==> config.mk <==
export PLATFORM = sky130hd
export DESIGN_NAME = arb_req_frontend
export DESIGN_NICKNAME = d
export VERILOG_FILES = /design/src/rtl/arb_pkg.sv /design/src/rtl/arb_req_fifo.sv /design/src/rtl/arb_req_frontend.sv
export SDC_FILE = /design/constraint.sdc
export NUM_CORES = 1
export LEC_CHECK = 0
export CAP_MARGIN = 20
export CORE_MARGIN = 2
export CORE_UTILIZATION = 40
export DETAILED_ROUTE_END_ITERATION = 8
export GPL_TIMING_DRIVEN = 0
export HOLD_SLACK_MARGIN = 0.1
export SYNTH_ARGS = -nofsm -noshare
export SYNTH_HDL_FRONTEND = slang
export SYNTH_HIERARCHICAL = 1
export SYNTH_SLANG_ARGS = --single-unit
==> constraint.sdc <==
create_clock -name clk -period 3.8 [get_ports clk]
set_input_delay 0.57 -clock clk [delete_from_list [all_inputs] [get_ports clk]]
set_output_delay 0.57 -clock clk [all_outputs]
set_load 0.02 [all_outputs]
==> src/rtl/arb_pkg.sv <==
// Shared definitions for the arbiter request frontend.
// Requester count default, index type and FIFO count width helper.
package arb_pkg;

  localparam int NUM_DEF = 3;

  typedef logic [$clog2(NUM_DEF)-1:0] idx_t;

  function automatic int cnt_w(input int depth);
    return $clog2(depth) + 1;
  endfunction

endpackage

==> src/rtl/arb_req_fifo.sv <==
// Single requester FIFO: push/pop, occupancy count and full flag.
// Head entry is always visible on rdata.
module arb_req_fifo
  import arb_pkg::*;
#(
  parameter int DW    = 8,
  parameter int DEPTH = 4
) (
  input  logic                   clk,
  input  logic                   rst,
  input  logic                   push,
  input  logic                   pop,
  input  logic [DW-1:0]          wdata,
  output logic [DW-1:0]          rdata,
  output logic [$clog2(DEPTH):0] count,
  output logic                   full
);

  localparam int AW = $clog2(DEPTH);
  localparam int CW = cnt_w(DEPTH);
  localparam logic [CW-1:0] FULLV = CW'(DEPTH);

  logic [DW-1:0] mem [DEPTH];
  logic [AW-1:0] wptr;
  logic [AW-1:0] rptr;
  logic          do_push;
  logic          do_pop;

  assign full    = (count == FULLV);
  assign do_push = push && !full;
  assign do_pop  = pop && (count != '0);
  assign rdata   = mem[rptr];

  always_ff @(posedge clk) begin
    if (do_push && !rst)
      mem[wptr] <= wdata;
  end

  always_ff @(posedge clk) begin
    if (rst) begin
      wptr  <= '0;
      rptr  <= '0;
      count <= '0;
    end else begin
      if (do_push)
        wptr <= wptr + 1'b1;
      if (do_pop)
        rptr <= rptr + 1'b1;
      unique case ({do_push, do_pop})
        2'b10:   count <= count + 1'b1;
        2'b01:   count <= count - 1'b1;
        default: ;
      endcase
    end
  end

endmodule

==> src/rtl/arb_req_frontend.sv <==
// Per-requester buffering ahead of the round-robin arbiter.
// Define ARB_FE_ERR_EN to add the sticky illegal-grant flag err.
module arb_req_frontend
  import arb_pkg::*;
#(
  parameter int NUM   = NUM_DEF,
  parameter int DEPTH = 4,
  parameter int DW    = 8
) (
  input  logic                    clk,
  input  logic                    rst,
  input  logic [NUM-1:0]          in_valid,
  output logic [NUM-1:0]          in_ready,
  input  logic [NUM*DW-1:0]       in_data,
  output logic [NUM-1:0]          bid,
  input  logic [NUM-1:0]          win,
  output logic                    out_valid,
  input  logic                    out_ready,
  output logic [DW-1:0]           out_data,
  output logic [$clog2(NUM)-1:0]  out_src
`ifdef ARB_FE_ERR_EN
  ,
  output logic                    err
`endif
);

  localparam int CW = cnt_w(DEPTH);
  localparam int SW = $clog2(NUM);

  logic [CW-1:0]  cnt  [NUM];
  logic [DW-1:0]  head [NUM];
  logic [NUM-1:0] full;
  logic [NUM-1:0] push;
  logic [NUM-1:0] pop;
  logic           can_load;
  logic           gnt_any;
  logic [SW-1:0]  gnt_idx;

  assign can_load = !out_valid || out_ready;

  for (genvar i = 0; i < NUM; i++) begin : g_fifo
    assign in_ready[i] = !full[i] && !rst;
    assign push[i]     = in_valid[i] && in_ready[i];
    assign bid[i]      = (cnt[i] != '0) && can_load && !rst;

    arb_req_fifo #(
      .DW    (DW),
      .DEPTH (DEPTH)
    ) u_fifo (
      .clk   (clk),
      .rst   (rst),
      .push  (push[i]),
      .pop   (pop[i]),
      .wdata (in_data[i*DW +: DW]),
      .rdata (head[i]),
      .count (cnt[i]),
      .full  (full[i])
    );
  end

  // Only the lowest-index win bit backed by a bid is honoured.
  always_comb begin
    gnt_any = 1'b0;
    gnt_idx = '0;
    pop     = '0;
    for (int i = 0; i < NUM; i++) begin
      if (!gnt_any && win[i] && bid[i]) begin
        gnt_any = 1'b1;
        gnt_idx = SW'(i);
        pop[i]  = 1'b1;
      end
    end
  end

  always_ff @(posedge clk) begin
    if (rst) begin
      out_valid <= 1'b0;
      out_data  <= '0;
      out_src   <= '0;
    end else if (can_load) begin
      out_valid <= gnt_any;
      if (gnt_any) begin
        out_data <= head[gnt_idx];
        out_src  <= gnt_idx;
      end
    end
  end

`ifdef ARB_FE_ERR_EN
  logic illegal;

  assign illegal = !$onehot0(win) || ((win & ~bid) != '0);

  always_ff @(posedge clk) begin
    if (rst)
      err <= 1'b0;
    else if (illegal)
      err <= 1'b1;
  end
`endif

endmodule

==> results.txt <==
The share of the Yosys chip area taken by registers is 64.62%. TritonCTS built the clock tree. The tree is rooted in a clkbuf_16.

In this run the core area contains 43 standard-cell rows. Of all nets on the critical path, the largest fanout is 14. The number of failing hold endpoints at the final stage is 0. The routed wire length came out at 11.16 mm. The maximum achievable frequency is 291.5 MHz.

The count of cell types in the netlist came out at 38. The per-cell via count in the routed design came out at 5.066. Per report_power, the combinational group accounts for 8.1% of the total. The flow ran to the end, and the final reports show no timing, DRC or antenna violations. Cells with a size suffix above 1 make up 18.04% of the layout. Data on the critical path is required at its endpoint by 4.14 ns. The first detailed-routing pass took 5 iterations.

The final clock period utilization by the worst path is 90.27%. The pin slew with the least headroom to its limit is 0.8343 ns. The setup-violating endpoint count in the final report came out at 0. The global-route wire length before repair is 17.55 mm. The share of the synthesized area in the top cell type is 51.13%. The worst slew margin relative to its limit came out at 44.26%. After synthesis, the cell types taking the most area are edfxtp_1 (51%), dfxtp_1 (13%), mux4_2 (9.6%), ha_1 (3.3%), nor2_1 (2.2%). The cell internal power dissipation came out at 0.002611 W.

The worst setup slack after layout is 0.3698 ns. The filler cell count in the final layout came out at 1,158. The yosys synthesis warning count came out at 6. Among all stages on the critical path, the largest delay is contributed by clkdlybuf4s50_1. For this run, the slowest stage of the critical path takes 0.73 ns. Synthesis inferred 134 register bits. In this run, flip-flops and latches consume 49.1% of the power. The post-synthesis average cell area is 15.28 µm². The clock edge transition at the registers on the reported setup and hold paths came out at 0.05 ns.

The die is 122.7 µm tall. The DRC violation count after routing came out at 0. The post-synthesis async set-or-reset flop share is 0%. The H-tree was split into 4 levels.

The analysis attributes to net switching a power of 0.0007100 W. The maximum clock skew at final layout is 0.005958 ns. The buffer levels on the longest clock path came out at 2. STA puts the critical path data arrival time at 3.77 ns. The startpoint identified for the worst register-to-register timing path is g_fifo[1].u_fifo/count[1]. Of all cell types, the one taking the most synthesized area is edfxtp_1. The core region is 13,830 µm². The kind of end point of the critical path is a flip-flop. Tracing the worst setup path back leads to its startpoint at rst. By startpoint and endpoint, the worst setup path is classified as input pin to flip-flop. The cell count after synthesis is 369. The number of top-level design ports is 50. The net count of the mapped netlist is 420. The share of total power dissipated in the clock network is 42.8%. The most used flip-flop cell after synthesis is edfxtp_1.

The final core utilization came out at 50.32%. The final global-route overflow total is 0. By count the netlist is led by edfxtp_1 (96), dfxtp_1 (38), nor2_1 (33). The starting density of the core is 40.77%. Across the VDD grid, the largest voltage drop is 0.2880 mV.

The post-synthesis to final-layout area growth came out at 23.41%. CTS saw 134 sinks. Across all layers, the routed design uses 3,242 vias. Across the run, the number of max-cap violations was 0. The count of cells in the finished layout, fillers not included, comes to 640.

The floorplan die area is 15,060 µm². The analysis attributes to cell leakage a power of 2.326 nW. The global routing met2 resource utilization is 25.62%.

The number of flops mapped to enable cells by yosys came out at 96. The critical path goes through clkdlybuf4s50_1 > buf_2 > nor2_2 > nand3_1 > inv_1 > o31a_2 > ha_1 > inv_1 > fa_1 > xor2_1 > or3_1 > a21oi_1. Setup repair after global routing left no endpoint under its margin. The die is 122.7 µm wide. Dividing the detail-routed wire length by the instance count gives 17.44 µm. The global-route usage over all layers came out at 16.30%. The register-to-register path setup slack is 0.77 ns. The via count of the first global-routing pass is 3,321. The fraction of power spent switching nets came out at 21.38%. After synthesis the cells add up to 5638 µm². Entering global routing, the biggest net connects 17 pins. The worst setup path is launched from an input pin.

Port buffering added 49 buffers. edfxtp_1 is the most common cell in the netlist. The sum of net half-perimeters after detailed placement is 8.101 mm. The violation count after the first detailed-routing iteration came out at 157. The number of buffers inserted during clock tree synthesis came out at 17. In the global route stage, met3 resource usage came out at 5.809%. The later pin in the worst-skew pair is clocked with a latency of 0.41 ns.

The remaining antenna violation count after routing is 0. In the global route stage, met1 resource usage came out at 20.67%. The number of antenna violations at the first check in global routing was 0.

The hold path startpoint is out_src[0]. The class of the worst hold path is flip-flop to flip-flop. The congestion estimate from routability-driven global placement came to 0.7533. The final number of max-transition violations came out at 0. OpenSTA, run right after detailed placement, puts the worst setup slack at -0.2843 ns.

The most frequent cell on the critical path is inv_1. The power per cell area came out at 477.4 nW/µm². The number of placed cells counting well taps came out at 608. In the final design database the tool counted 498 nets. The worst path in the final design needs a cycle of 3.430 ns, including I/O delays and setup.

The highest-utilization routing layer at the global route stage is met2. The final antenna diode count is 0.
## power groups by stage
| stage | sequential, W | clock [W] | combinational, W |
|---|---|---|---|
| final | 0.00163 | 0.00142 | 0.000270 |
| after global placement | 0.00166 | 0 | 0.000261 |
| after floorplan | 0.00167 | 0 | 0.000133 |
| after global routing | 0.00164 | 0.00153 | 0.000295 |
| after detailed placement | 0.00166 | 0 | 0.000270 |
| after CTS | 0.00163 | 0.00146 | 0.000271 |
## path summary, 6_finish.rpt
| check | cells after the start | end |
|---|---|---|
| worst max-delay path | 12 | g_fifo[1].u_fifo/count[2] |
| worst min register to register | 2 | out_src[0] |
| worst max register to register | 11 | g_fifo[2].u_fifo/count[2] |
| worst min-delay path | 2 | out_src[0] |
## per-stage QoR
stage                     power [W]  hold WS (ns)  instance area, µm²  TNS [ns]
after floorplan            0.001803        0.4840                5638         0
after global routing       0.003463        0.5588                6958         0
after detailed placement   0.001932        0.5110                6439   -0.3995
final                      0.003321        0.5168                6958         0
after CTS                  0.003359        0.5272                6955         0
after global placement     0.001921        0.5012                6354   -0.2953
## state kept, by name, summed over array words and instances (netlist names), named ones only
name / flops
g_fifo.u_fifo/mem: 96
out_valid: 1
g_fifo.u_fifo/wptr: 6
g_fifo.u_fifo/rptr: 6
g_fifo.u_fifo/count: 9
out_src: 2
out_data: 8
## placed cells by master, fill, tap and decap left out, drive strengths merged, types with 13 or more instances in the layout
cell,count
ha,15
inv,21
clkbuf,34
dfxtp,38
o21ai,15
buf,20
nor3,13
edfxtp,96
clkdlybuf4s50,49
mux4,24
nor2,34
nor3b,15
## routing by layer
layer,up-vias,routed length [µm],part of all wire (%)
met1,1613,5019,45
met2,69,5519,49
met5,-,0,0
li1,1545,-,-
met4,0,134,1.2
met3,15,485,4.3
## critical path: cells and delay by family
kind                     cells  cell delay, ns
AO/OA/AOI/OAI                2            0.31
adder cells (fa/ha/maj)      2            0.55
buffers and inverters        4            1.30
XOR/XNOR                     1            0.15
AND/OR/NAND/NOR              3            0.87
## cells by family after synthesis
kind of cell             Yosys count  synth area share (%)
flip-flops                       134                 64.62
AND/OR/NAND/NOR                   93                 9.410
AO/OA/AOI/OAI                     47                 6.392
buffers and inverters             38                 3.196
multiplexers                      27                 10.12
adder cells (fa/ha/maj)           18                 4.394
XOR/XNOR                          12                 1.864
## area by class of cell
cell class	instances	area (µm²)	share of cell area [%]
repair buffers	59	565.5	8.128
well taps	180	225.2	3.237
clock inverters	5	23.77	0.3417
clock buffers	27	493.0	7.085
inverters	21	78.83	1.133
multi-input cells	197	1827	26.25
plain buffers	17	101.3	1.457
flip-flops and latches	134	3643	52.36
## timing repair
item	in CTS	in global routing
resized for setup	0	1
buffers inserted	0	0
setup endpoints to repair	0	1
hold buffers	0	0
(Power assumes the default switching activity.)
